$ cat src/rtl/uart_char_rx.sv
// 8N1 serial character receiver: synchronizes rx, samples each bit at its centre,
// and latches the byte with a one-cycle strobe (or flags a bad stop bit).
module uart_char_rx #(
  parameter int CLKS_PER_BIT = 10416
) (
  input  logic       clk,
  input  logic       reset,
  input  logic       rx,
  output logic [7:0] latched_value,
  output logic       btn_pressed,
  output logic       frame_err,
  output logic       busy
);

  localparam int DATA_W = 8;
  localparam int TMR_W  = (CLKS_PER_BIT > 1) ? $clog2(CLKS_PER_BIT) : 1;

  localparam logic [TMR_W-1:0] BIT_END  = TMR_W'(CLKS_PER_BIT - 1);
  localparam logic [TMR_W-1:0] HALF_BIT = TMR_W'((CLKS_PER_BIT - 1) / 2);

  localparam logic [1:0] IDLE  = 2'd0;
  localparam logic [1:0] START = 2'd1;
  localparam logic [1:0] DATA  = 2'd2;
  localparam logic [1:0] STOP  = 2'd3;

  logic              rx_p0;
  logic              rx_s;
  logic [1:0]        state;
  logic [TMR_W-1:0]  timer;
  logic [2:0]        bit_idx;
  logic [DATA_W-1:0] shift_q;
  logic              break_hold;

  // stage p0 -> rx_s: two-flop synchronizer, idle-high after reset
  always_ff @(posedge clk or posedge reset) begin
    if (reset) begin
      rx_p0 <= 1'b1;
      rx_s  <= 1'b1;
    end else begin
      rx_p0 <= rx;
      rx_s  <= rx_p0;
    end
  end

  // frame FSM; break_hold blocks re-arming until the line returns high after a framing error
  always_ff @(posedge clk or posedge reset) begin
    if (reset) begin
      state         <= IDLE;
      timer         <= '0;
      bit_idx       <= 3'd0;
      shift_q       <= '0;
      latched_value <= '0;
      btn_pressed   <= 1'b0;
      frame_err     <= 1'b0;
      break_hold    <= 1'b0;
    end else begin
      btn_pressed <= 1'b0;
      frame_err   <= 1'b0;
      case (state)
        IDLE: begin
          if (break_hold) begin
            if (rx_s) break_hold <= 1'b0;
          end else if (!rx_s) begin
            state <= START;
            timer <= '0;
          end
        end
        START: begin
          if (timer == HALF_BIT) begin
            if (!rx_s) begin
              state   <= DATA;
              timer   <= '0;
              bit_idx <= 3'd0;
            end else begin
              state <= IDLE;
            end
          end else begin
            timer <= timer + 1'b1;
          end
        end
        DATA: begin
          if (timer == BIT_END) begin
            shift_q[bit_idx] <= rx_s;
            timer            <= '0;
            bit_idx          <= bit_idx + 3'd1;
            if (bit_idx == 3'd7) state <= STOP;
          end else begin
            timer <= timer + 1'b1;
          end
        end
        STOP: begin
          if (timer == BIT_END) begin
            state <= IDLE;
            timer <= '0;
            if (rx_s) begin
              latched_value <= shift_q;
              btn_pressed   <= 1'b1;
            end else begin
              frame_err  <= 1'b1;
              break_hold <= 1'b1;
            end
          end else begin
            timer <= timer + 1'b1;
          end
        end
        default: state <= IDLE;
      endcase
    end
  end

  assign busy = (state != IDLE);

endmodule
$ cat config.mk
export PLATFORM = sky130hd
export DESIGN_NAME = uart_char_rx
export DESIGN_NICKNAME = d
export VERILOG_FILES = /design/src/rtl/uart_char_rx.sv
export SDC_FILE = /design/constraint.sdc
export NUM_CORES = 1
export LEC_CHECK = 0
export BUFFER_PORTS_ARGS = -buffer_cell sky130_fd_sc_hd__buf_2
export CORE_UTILIZATION = 35
export DETAILED_ROUTE_END_ITERATION = 12
export SYNTH_ARGS = -nofsm -noshare
export SYNTH_HDL_FRONTEND = slang
export SYNTH_SLANG_ARGS = --single-unit
$ cat constraint.sdc
create_clock -name clk -period 3.4 [get_ports clk]
set_clock_uncertainty 0.2 [all_clocks]
set_input_delay 0.51 -clock clk [delete_from_list [all_inputs] [get_ports clk]]
set_output_delay 0.51 -clock clk [all_outputs]
set_load 0.01 [all_outputs]
==> impl_metrics.json <==
{
  "stdcell_count": 277,
  "clkLatencyLatePin_ps": 300,
  "synthCells": 194,
  "grt_max_degree": 41,
  "core_area_sq_um": 5510,
  "post_cts_buffers": 0,
  "rsz0062_at_grt": "false",
  "antenna_found_initial": 0,
  "ff2ff_setup_slack_ps": 410,
  "grt_pass1_vias": 1318,
  "num_rows": 27,
  "ctsHtreeMaxLevel": 2,
  "path_max_fanout": 8,
  "die-area_sq_um": 6030,
  "synthesis.nets": 200,
  "ys_seq_area_share_pct": 50.1,
  "hold_violations": 0,
  "async_flop_share_pct": 100,
  "cts_root_buf": "clkbuf_8",
  "final_area_sq_um": 2230,
  "port_buffers": 13,
  "synth_warnings": 0,
  "n_antenna_cell": 0,
  "arrival_ps": 2970,
  "synth_most_common_cell": "dfrtp_1",
  "ir_drop_v": 0.000211,
  "synthTopCellsByCount": "dfrtp_1, nand3_1, nand2_1",
  "power-per-cell-area_nw_per_um2": 401,
  "start_kind": "register",
  "dp.cells": 269,
  "gp_congestion": 0.803,
  "critical_path.slowest_cell": "or4_1",
  "grt.total_usage_pct": 13.5,
  "ant_nets": 0,
  "slew_viol_final": 0,
  "period_share_pct": 87.9,
  "place_area_sq_um": 2120,
  "maxCapViolCount": 0,
  "routed_wl_mm": 3.73,
  "dp_hpwl_mm": 2.45,
  "synth_edf_count": 0,
  "synth.avg_cell_area_sq_um": 10.3,
  "cp_cell_sequence": "or4b_1, or4_1, or2_1, nor4b_2, mux2_2",
  "routed_via_density": 5.24,
  "numCtsBuffers": 5,
  "synth-seq-cells": 40,
  "fin_hold_ws_ps": 114,
  "fp.dieH_um": 77.6,
  "area_growth_pct": 11.5,
  "vias": 1451,
  "clock_sinks": 40,
  "post_cts_resized": 0,
  "synth_area_sq_um": 2000,
  "period_minus_slack_ps": 2990,
  "timing.slew.headroom_pct": 52.9,
  "fin_tns_setup_ps": 0,
  "synth_largest_area_cell": "dfrtp_1",
  "p_leak_nw": 1.04,
  "synth.top_cells.by_area": "dfrtp_1, mux2_2, nand3_1",
  "layout-drive-gt1-share_pct": 21.0,
  "clk_pin_slew_ps": 90,
  "drtIter0Drc": 116,
  "ys.flop_type": "dfrtp_1",
  "cts-hold-fix-buffers": 0,
  "drt_pre_antenna_iters": 4,
  "clock.fmax_mhz": 335,
  "setup-violations-final": 0,
  "start_util_pct": 36.4,
  "tritoncts": "done",
  "hold_path_class": "input port to register",
  "yosysUniqueCellTypes": 42,
  "grt_overflow": 0,
  "critPathKind": "register to register",
  "die_w_um": 77.6,
  "drcViolationCount": 0,
  "grt_pass1_wl_mm": 6.42,
  "ioPinCount": 14,
  "nFillCells": 543,
  "status": "complete, no violations",
  "synth_top_area_share_pct": 47.5,
  "cp.required_ps": 3380,
  "p_total_mw": 0.894,
  "critPathMaxStageDelay_ps": 630,
  "path_buf_inv": 0,
  "clockBufferDepth": 2,
  "end_kind": "register",
  "cpLargestDelayFamily": "simple AND/OR/NAND/NOR gates",
  "wl_per_cell_um": 13.5,
  "finalNetCount": 210,
  "tightest_slew_ps": 704
}
==> layout by cell type, fill, tap and decap left out, drive strengths merged, types with 6 or more instances in the layout <==
master / n
dfrtp: 38
nand3: 19
a21oi: 9
nand2: 17
inv: 10
buf: 15
nor3: 6
o21ai: 10
nor2: 9
mux2: 16
==> layout make-up <==
class	instances	area (sq um)	share of cell area (%)
clock buffer	5	68.8	3.08
clock inverter	3	46.3	2.07
inverter	9	33.8	1.51
multi-input combinational	133	910	40.8
sequential	40	1000	45.0
tap	72	90.1	4.04
timing repair buffer	15	80.1	3.59
==> state kept, by name, indices dropped and copies added, names as in the netlist, 3 cells and up, named ones only <==
name,count
timer,14
shift_q,8
latched_value,8
bit_idx,3
==> power breakdown <==
group          switching, mW  internal, mW  leakage [nW]
Sequential           0.00252         0.477         0.537
Combinational         0.0105       0.00244         0.449
Clock                  0.180         0.221        0.0548
==> path summary, 6_finish.rpt <==
path	to	depth (start not counted)	from
setup / recovery	shift_q[2]$_DFFE_PP0P_	5	timer[6]$_DFFE_PP0N_
hold / removal	rx_p0$_DFF_PP1_	1	rx
setup reg to reg	shift_q[2]$_DFFE_PP0P_	5	timer[6]$_DFFE_PP0N_
hold reg to reg	rx_s$_DFF_PP1_	0	rx_p0$_DFF_PP1_
max in group asynchronous	rx_p0$_DFF_PP1_	3	reset
min in group asynchronous	timer[9]$_DFFE_PP0N_	3	reset
==> per-layer routing <==
| layer | GRT usage, % | vias to the layer above | wire [um] |
|---|---|---|---|
| li1 | - | 717 | - |
| met1 | 19.4 | 702 | 1960 |
| met2 | 19.6 | 27 | 1590 |
| met3 | 2.82 | 5 | 121 |
| met4 | 5.66 | 0 | 51 |
| met5 | 0 | - | 0 |
==> through the flow <==
stage / setup slack (ps) / utilization (%)
3_3_place_gp: 494 / 38.4
2_1_floorplan: 612 / -
6_report: 412 / 40.5
3_5_place_dp: 447 / 38.4
4_1_cts: 431 / 40.5
5_1_grt: 336 / 40.5
==> cells by family (layout without fill, tap and decap cells) <==
group / Yosys count / count (layout) / synth area share (%)
AOI/OAI and AO/OA: 28 / 28 / 8.31
adders and majority gates: 3 / 3 / 1.88
buffers and inverters: 21 / 32 / 4.44
muxes: 18 / 18 / 10.0
DFF: 40 / 40 / 50.1
and+or+nand+nor: 84 / 84 / 25.2
Note: power is estimated with default switching activity, not from simulation.
